[config.mk]
export PLATFORM = sky130hd
export DESIGN_NAME = pipe_hazard_unit
export DESIGN_NICKNAME = d
export VERILOG_FILES = /design/src/rtl/pipe_pkg.sv /design/src/rtl/pipe_fwd_match.sv /design/src/rtl/pipe_hazard_unit.sv
export SDC_FILE = /design/constraint.sdc
export NUM_CORES = 1
export LEC_CHECK = 0
export CAP_MARGIN = 40
export CORE_MARGIN = 2
export CORE_UTILIZATION = 40
export DETAILED_ROUTE_END_ITERATION = 12
export PLACE_DENSITY = 0.79
export RECOVER_POWER = 100
export SYNTH_ARGS = -nofsm -noshare
export SYNTH_HDL_FRONTEND = slang
export SYNTH_SLANG_ARGS = --single-unit
[constraint.sdc]
create_clock -name clk -period 1.6 [get_ports clk]
set_input_delay 0.32 -clock clk [delete_from_list [all_inputs] [get_ports clk]]
set_output_delay 0.32 -clock clk [all_outputs]
set_load 0.01 [all_outputs]
[src/rtl/pipe_pkg.sv]
// Shared types and constants for the pipeline hazard/forwarding controller.
// Holds the scoreboard entry layout, the forwarding-select encoding and the
// default register index width. Imported by pipe_fwd_match and pipe_hazard_unit.
package pipe_pkg;

  localparam int REG_IDX_W_DEFAULT = 4;
  // rd is stored zero-extended to this width so one entry type serves every
  // REG_INDEX_BIT_WIDTH up to this limit.
  localparam int REG_IDX_W_MAX     = 8;

  localparam int FWD_REGFILE    = 0;  // operand comes from the register file
  localparam int FWD_STAGE_BASE = 1;  // select value for stage 1 (EX)

  typedef struct packed {
    logic                     valid;
    logic [REG_IDX_W_MAX-1:0] rd;
    logic                     wr;
    logic                     ld;
  } sb_entry_t;

endpackage

[src/rtl/pipe_fwd_match.sv]
// Youngest-writer priority search for one source operand (purely combinational).
// Ports: sb = scoreboard, index 1 = EX (youngest); rs = zero-extended source reg;
//        sel = stage of youngest matching writer, found = any match, ld = its ld bit.
module pipe_fwd_match
  import pipe_pkg::*;
#(
  parameter int NUM_STAGES = 3,
  parameter int FWD_W      = 2
) (
  input  sb_entry_t [NUM_STAGES:1]  sb,
  input  logic [REG_IDX_W_MAX-1:0]  rs,
  output logic [FWD_W-1:0]          sel,
  output logic                      found,
  output logic                      ld
);

  // Scan oldest to youngest so the youngest match is the last one written.
  always_comb begin
    sel   = FWD_W'(FWD_REGFILE);
    found = 1'b0;
    ld    = 1'b0;
    for (int k = NUM_STAGES; k >= 1; k--) begin
      if (sb[k].valid && sb[k].wr && (sb[k].rd == rs)) begin
        sel   = FWD_W'(k - 1 + FWD_STAGE_BASE);
        found = 1'b1;
        ld    = sb[k].ld;
      end
    end
  end

endmodule

[src/rtl/pipe_hazard_unit.sv]
// Hazard and forwarding controller: scoreboard of in-flight writers (stage 1 = EX,
// stage NUM_STAGES = writeback) driving forwarding selects, load-use stall and flush.
// Ports: dec_* = decode-stage instruction, br_taken = EX branch resolved taken;
//        stall/flush/fwd_sel1/fwd_sel2/busy are combinational outputs (zero latency).
// Optional PIPE_HAZARD_PERF_EN adds clr_cnt, stall_cnt, flush_cnt (saturating counters).
// LOAD_STAGE must lie in 1..NUM_STAGES.
module pipe_hazard_unit
  import pipe_pkg::*;
#(
  parameter int REG_INDEX_BIT_WIDTH = REG_IDX_W_DEFAULT,
  parameter int NUM_STAGES          = 3,
  parameter int LOAD_STAGE          = 2,
  parameter int FWD_W               = $clog2(NUM_STAGES + 1)
) (
  input  logic                           clk,
  input  logic                           reset_n,
  input  logic                           dec_valid,
  input  logic [REG_INDEX_BIT_WIDTH-1:0] dec_rs1,
  input  logic [REG_INDEX_BIT_WIDTH-1:0] dec_rs2,
  input  logic                           dec_use_rs1,
  input  logic                           dec_use_rs2,
  input  logic [REG_INDEX_BIT_WIDTH-1:0] dec_rd,
  input  logic                           dec_wr_reg,
  input  logic                           dec_is_load,
  input  logic                           br_taken,
  output logic                           stall,
  output logic                           flush,
  output logic [FWD_W-1:0]               fwd_sel1,
  output logic [FWD_W-1:0]               fwd_sel2,
  output logic                           busy
`ifdef PIPE_HAZARD_PERF_EN
  ,
  input  logic                           clr_cnt,
  output logic [31:0]                    stall_cnt,
  output logic [31:0]                    flush_cnt
`endif
);

  sb_entry_t [NUM_STAGES:1] sb_q, sb_d;

  logic [FWD_W-1:0] sel1, sel2;
  logic             found1, found2, ld1, ld2;
  logic             haz1, haz2, issue;

  pipe_fwd_match #(.NUM_STAGES(NUM_STAGES), .FWD_W(FWD_W)) u_match_rs1 (
    .sb    (sb_q),
    .rs    (REG_IDX_W_MAX'(dec_rs1)),
    .sel   (sel1),
    .found (found1),
    .ld    (ld1)
  );

  pipe_fwd_match #(.NUM_STAGES(NUM_STAGES), .FWD_W(FWD_W)) u_match_rs2 (
    .sb    (sb_q),
    .rs    (REG_IDX_W_MAX'(dec_rs2)),
    .sel   (sel2),
    .found (found2),
    .ld    (ld2)
  );

  // A load whose data is not yet on a forwarding path (stage < LOAD_STAGE)
  // cannot feed the consumer; an operand the instruction does not read
  // never causes a hazard.
  assign haz1 = dec_use_rs1 & found1 & ld1 & (int'(sel1) < LOAD_STAGE);
  assign haz2 = dec_use_rs2 & found2 & ld2 & (int'(sel2) < LOAD_STAGE);

  // Flush dominates: the decode instruction dies anyway, so holding it is pointless.
  assign flush = br_taken;
  assign stall = dec_valid & ~flush & (haz1 | haz2);
  assign issue = dec_valid & ~stall & ~flush;

  assign fwd_sel1 = (dec_use_rs1 && found1) ? sel1 : FWD_W'(FWD_REGFILE);
  assign fwd_sel2 = (dec_use_rs2 && found2) ? sel2 : FWD_W'(FWD_REGFILE);

  always_comb begin
    sb_d = '0;
    busy = 1'b0;
    if (issue) begin
      sb_d[1].valid = 1'b1;
      sb_d[1].rd    = REG_IDX_W_MAX'(dec_rd);
      sb_d[1].wr    = dec_wr_reg;
      sb_d[1].ld    = dec_is_load;
    end
    for (int k = 2; k <= NUM_STAGES; k++) begin
      sb_d[k] = sb_q[k-1];
    end
    for (int k = 1; k <= NUM_STAGES; k++) begin
      busy = busy | sb_q[k].valid;
    end
  end

  always_ff @(posedge clk or negedge reset_n) begin
    if (!reset_n) begin
      sb_q <= '0;
    end else begin
      sb_q <= sb_d;
    end
  end

`ifdef PIPE_HAZARD_PERF_EN
  logic [31:0] stall_cnt_q, stall_cnt_d;
  logic [31:0] flush_cnt_q, flush_cnt_d;

  always_comb begin
    stall_cnt_d = stall_cnt_q;
    flush_cnt_d = flush_cnt_q;
    if (clr_cnt) begin
      stall_cnt_d = '0;
      flush_cnt_d = '0;
    end else begin
      if (stall && (stall_cnt_q != 32'hFFFF_FFFF)) stall_cnt_d = stall_cnt_q + 32'd1;
      if (flush && (flush_cnt_q != 32'hFFFF_FFFF)) flush_cnt_d = flush_cnt_q + 32'd1;
    end
  end

  always_ff @(posedge clk or negedge reset_n) begin
    if (!reset_n) begin
      stall_cnt_q <= '0;
      flush_cnt_q <= '0;
    end else begin
      stall_cnt_q <= stall_cnt_d;
      flush_cnt_q <= flush_cnt_d;
    end
  end

  assign stall_cnt = stall_cnt_q;
  assign flush_cnt = flush_cnt_q;
`endif

endmodule

# After elaboration in Yosys (flattened, before gate mapping)
# Cells that the tools add are included.
# op_classes
addsub,0
multipliers,0
div_mod_pow,0
magnitude_cmp,2
eq_ne,6
shift,0
muxes,21
bitwise,15
reduce_logical,11
# op_table
cell,count
8-bit by 4-bit equality test with 1-bit output,6
2-bit two-way mux,8
1-bit two-way mux,12
1-bit logical AND,11
11-bit two-way mux,1
1-bit AND,10
"2-bit less-than comparator, second input constant",2
1-bit bitwise OR,3
1-bit NOT,2
# totals
reg_bits,33
latchBits,0
ram_bits,0
romBits,0
input_bits,20
out_inout_bits,7
wordCells,67
n_memories,0

# Logic depth before layout (Yosys ltp)
# depth
word_depth,14
depth_mapped,4
mapped_depth_nobuf,4

# Cells and area by module
# Synthesis repeated with hierarchy kept, for this count alone.
# unflattened
hier_cells,134
area_unflattened_um2,1378.8
# modules_own_cells
mod,instances,cells_each,area_per_inst_um2,seq_area_each_um2
pipe_hazard_unit,1,42,723.2,525.5
pipe_fwd_match,2,46,327.8,0.0

# Least setup slack after synthesis
# OpenSTA, ideal clock, no wires.
# synth_timing
path_type,reg2out
start,reg sb_q (netlist bit sb_d[14])
end,out stall
arrival_ps,1311
t_required_ps,1280
setup_slack_ps,-31
stages_incl_launch_ff,5
path_buffers,0
cell_sequence,dfrtp_1 > xor2_1 > nor4_1 > and2_2 > o2111a_1
# synth_between
elab_chain_len,8
elab_cells_between_ends,20
cone_classes,order compare: 2; eq/ne: 2; mux: 6; bitwise: 8; reduce/logical: 2
# synth_lines
item,line_no,source
start: declaration,pipe_hazard_unit.sv:39,"sb_entry_t [NUM_STAGES:1] sb_q, sb_d;"
start signal: assignment,pipe_hazard_unit.sv:94,sb_q <= '0;
start signal: assignment,pipe_hazard_unit.sv:96,sb_q <= sb_d;
8-bit by 4-bit equality test with 1-bit output,pipe_fwd_match.sv:23,if (sb[k].valid && sb[k].wr && (sb[k].rd == rs)) begin
1-bit logical AND,pipe_fwd_match.sv:23,
1-bit two-way mux,pipe_fwd_match.sv:23,
"1-bit AND, on equally long branches (3 in series)","pipe_hazard_unit.sv:64, pipe_hazard_unit.sv:65",
1-bit bitwise OR (*),pipe_hazard_unit.sv:69,assign stall = dec_valid & ~flush & (haz1 | haz2);
1-bit AND (*),pipe_hazard_unit.sv:69,
end: declaration,pipe_hazard_unit.sv:26,"output logic stall,"
# Mark *: on every way between the ends. The rest lies on a longest branch, timed or not.

# Final worst setup path
# layout_timing
start,reg sb_q (netlist bit sb_d[25])
end,out fwd_sel1[0]
# layout_between
elab_chain_len,6
elab_cells_between_ends,8
cone_classes,eq/ne: 1; mux: 5; reduce/logical: 2
# layout_lines
item,line_no,source
8-bit by 4-bit equality test with 1-bit output (*),pipe_fwd_match.sv:23,
1-bit logical AND (*),pipe_fwd_match.sv:23,
1-bit two-way mux (2 in series),pipe_fwd_match.sv:23,
1-bit logical AND,pipe_hazard_unit.sv:72,assign fwd_sel1 = (dec_use_rs1 && found1) ? sel1 : FWD_W'(FWD_REGFILE);
2-bit two-way mux (*),pipe_hazard_unit.sv:72,
end: declaration,pipe_hazard_unit.sv:28,"output logic [FWD_W-1:0] fwd_sel1,"
# Marked as above.

==> impl_metrics.csv <==
group,metric,value,unit
timing,fmax,469.4,MHz
pwr,p_leak,0.7058,nW
critical_path,crit_path_max_fanout,2,
clock_tree,clock_sinks,19,
outcome,status,"complete, but fails checks",
critical_path,critPathLaunchType,"flop",
timing,setup_violations,11,
pwr,p_sw_frac,0.2685,
pwr,pwr-share-seq,0.544,
route,drc,0,
logic_synthesis,syn-instance-count,82,
timing,hold_viol_final,0,
floorplan,die_h,52.37,um
clock_tree,cts_root_buf,"clkbuf_4",
pwr,combPwrFrac,0.197,
grt,grt.overflow.total,0,
logic_synthesis,synth.top_cell.area_share,0.5080,
worst_hold_path,min_path_type,"flop to flop",
final_layout,fillCellCount,179,
timing,rsz0062_at_grt,"yes",
worst_hold_path,hold_depth,0,
timing,finalCriticalPeriod,2130,ps
final_layout,diodes,0,
critical_path,startpoint,"sb_d[25]",
placement,dp.cells,154,
route,first_pass_iters,4,
placement,port_buffers,26,
timing,slew_headroom,0.3310,
clock_tree,h-tree-depth,1,
final_layout,final_cell_count_no_fill,163,
timing,hold_ws,425.4,ps
critical_path,r2r-start,"sb_d[14]",
logic_synthesis,yosysTopAreaCell,"dfrtp_1",
route,ant_nets,0,
floorplan,core,0.002212,mm^2
grt,grtUsageTotal,0.2168,
critical_path,regToRegEndpoint,"sb_d[15]",
timing,worst_slew_pin_slew,1004,ps
floorplan,fp.dieArea,0.002743,mm^2
critical_path,worstPathArrival,1810,ps
placement,dp_slack,-989.5,ps
logic_synthesis,syn_area,935.9,um^2
clock_tree,clock_latency,300,ps
timing,final_max_slew_viol_count,0,
pwr,p_int,0.6947,mW
grt,grt_max_degree,20,
placement,hpwl,1807,um
outcome,violations,"negative setup slack",
logic_synthesis,synth.yosys.seq_area_share,0.5080,
clock_tree,cts_made_buffers,3,
route,drt_iter0_drc,10,
logic_synthesis,syn_nets,102,
timing,setup_tns,-2446,ps
placement,place_congestion,0.7984,
clock_tree,clk_path_buf_depth,2,
final_layout,regArea,475.5,um^2
critical_path,crit_required,1280,ps
pwr,clockPowerShare,0.259,
pwr,switchingPower,0.2550,mW
grt,antenna_found_initial,0,
grt,grt_pass1_wl,4250,um
final_layout,synthToLayoutAreaGrowth,56.68,%
route,vias_per_cell,5.147,
pwr,p_per_area,647.7,mW/mm^2
clock_tree,cts_hold_buf,0,
final_layout,nets,156,
logic_synthesis,synth_area_leaders,"dfrtp_1 51%, xor2_1 15%, xnor2_1 7.5%, nor3b_1 4.8%, nand4_1 3.3%",
critical_path,rr_worst_depth,6,
floorplan,die_w,52.37,um
route,routed_wl,2463,um
logic_synthesis,async_flop_share,1.000,
timing,fin_skew,4.285,ps
floorplan,pin_count,27,
worst_hold_path,hold-path-endpoint,"sb_q[23]",
critical_path,crit_type,"flop to primary output",
route,vias,839,
worst_hold_path,min_from,"sb_d[23]",
logic_synthesis,synth_top_flop_cell,"dfrtp_1",
pwr,irDropWorstVdd,0.3903,mV
timing,fin_ws,-530.4,ps
run,cap_viol_max_count,0,
logic_synthesis,synth-edff-count,0,
critical_path,crit_path_end_kind,"primary output",
logic_synthesis,synth-seq-cells,19,
clock_tree,cts_tree,"yes",
logic_synthesis,ys_types,22,
clock_tree,clkSlewWorstSetupHoldPaths,110,ps
final_layout,final_layout_size_suffix_gt1_frac,0.3481,
floorplan,fp-row-count,17,
logic_synthesis,synth_warnings,0,
route,wl_per_cell,15.11,um
floorplan,initial_core_util,0.4231,
timing,period_share,1.331,
critical_path,r2r_slack,-20,ps
logic_synthesis,syn_avg_cell_area,11.41,um^2
grt,grt_pass1_vias,942,
final_layout,multi_input_area,529.3,um^2
-- synthesized netlist by cell type (2+ instances only) --
cell     count
and4_1       2
a21oi_1      2
dfrtp_1     19
nand4_1      5
nand2_1      2
nor2_1       2
nor3b_1      6
a32o_1       2
inv_1        4
nor3_1       4
xnor2_1      8
xor2_1      16
-- state kept, by name, summed over array words and instances, names as in the netlist --
| name | flops |
|---|---|
| sb_d | 13 |
| sb_q | 6 |
-- cell usage in the layout (no fill, tap or decap), types with 2 or more instances in the layout --
cell type and n:
a32o_1 2, xnor2_1 6, nor3b_2 6, nand4_1 5
dlygate4sd2_1 9, xnor2_2 2, and4_1 2, clkbuf_1 5
inv_1 4, nor3_2 3, clkbuf_4 5, buf_4 16
xor2_1 15, nand2_1 2, dfrtp_1 19, clkdlybuf4s50_1 10
buf_2 6
-- per-stage QoR --
stage | util | instance area [um^2] | power, mW
4_1_cts | 0.6748 | 1493 | 0.9593
3_5_place_dp | 0.6205 | 1373 | 0.7040
2_1_floorplan | - | 942.2 | 0.5874
5_1_grt | 0.6629 | 1466 | 1.003
3_3_place_gp | 0.6205 | 1373 | 0.6985
6_report | 0.6629 | 1466 | 0.9497
-- power by group through the flow --
| stage | combinational, mW | sequential, mW | clock [mW] |
|---|---|---|---|
| after global routing | 0.203 | 0.519 | 0.281 |
| after floorplan | 0.0643 | 0.523 | 0 |
| after detailed placement | 0.178 | 0.526 | 0 |
| after CTS | 0.194 | 0.517 | 0.249 |
| final | 0.187 | 0.517 | 0.246 |
| after global placement | 0.174 | 0.525 | 0 |
-- how the worst max path moves through the flow --
| stage | cells after the start | slack, ps | end |
|---|---|---|---|
| after floorplan | 4 | 30 | stall |
| after global placement | 6 | -960 | fwd_sel1[1] |
| after detailed placement | 7 | -990 | fwd_sel1[0] |
| after CTS | 6 | -470 | fwd_sel2[0] |
| after global routing | 6 | -610 | fwd_sel2[0] |
| final | 6 | -530 | fwd_sel1[0] |
-- cells by family (layout without fill, tap and decap cells) --
| kind of cell | count (synthesis) | after routing | synth area share |
|---|---|---|---|
| AO/OA/AOI/OAI | 8 | 8 | 0.07085 |
| XOR/XNOR | 24 | 24 | 0.2246 |
| AND/OR/NAND/NOR | 26 | 26 | 0.1725 |
| flip-flops | 19 | 19 | 0.5080 |
| buffers and inverters | 5 | 58 | 0.02406 |
-- layout make-up --
type,instances,share of cell area
clock buffers,3,0.01536
clock inverters,1,0.003413
inverters,4,0.01024
multi-input cells,58,0.3609
flip-flops and latches,19,0.3242
well taps,28,0.02389
repair buffers,50,0.2619
-- per-layer routing --
layer  up-vias  share of wire  global-route usage
met4         0          0.017             0.09402
li1        394              -                   -
met3         7          0.050             0.04571
met2        27           0.53              0.3792
met1       411           0.41              0.2532
met5         -              0                   0
-- critical path, cell delays in order, from the launching register on --
cell,delay [ps]
dfrtp_1,410
xor2_1,170
nor3_2,190
nand4_1,170
buf_4,170
a32o_1,250
buf_2,140
-- what timing repair did --
item                                    CTS  global route
gates cloned                              0             0
pin swaps                                14             5
setup buffers                             6             0
gates resized for setup                  52             0
endpoints found under the setup margin   14            13
No activity file was read; power rests on OpenSTA's default activity.
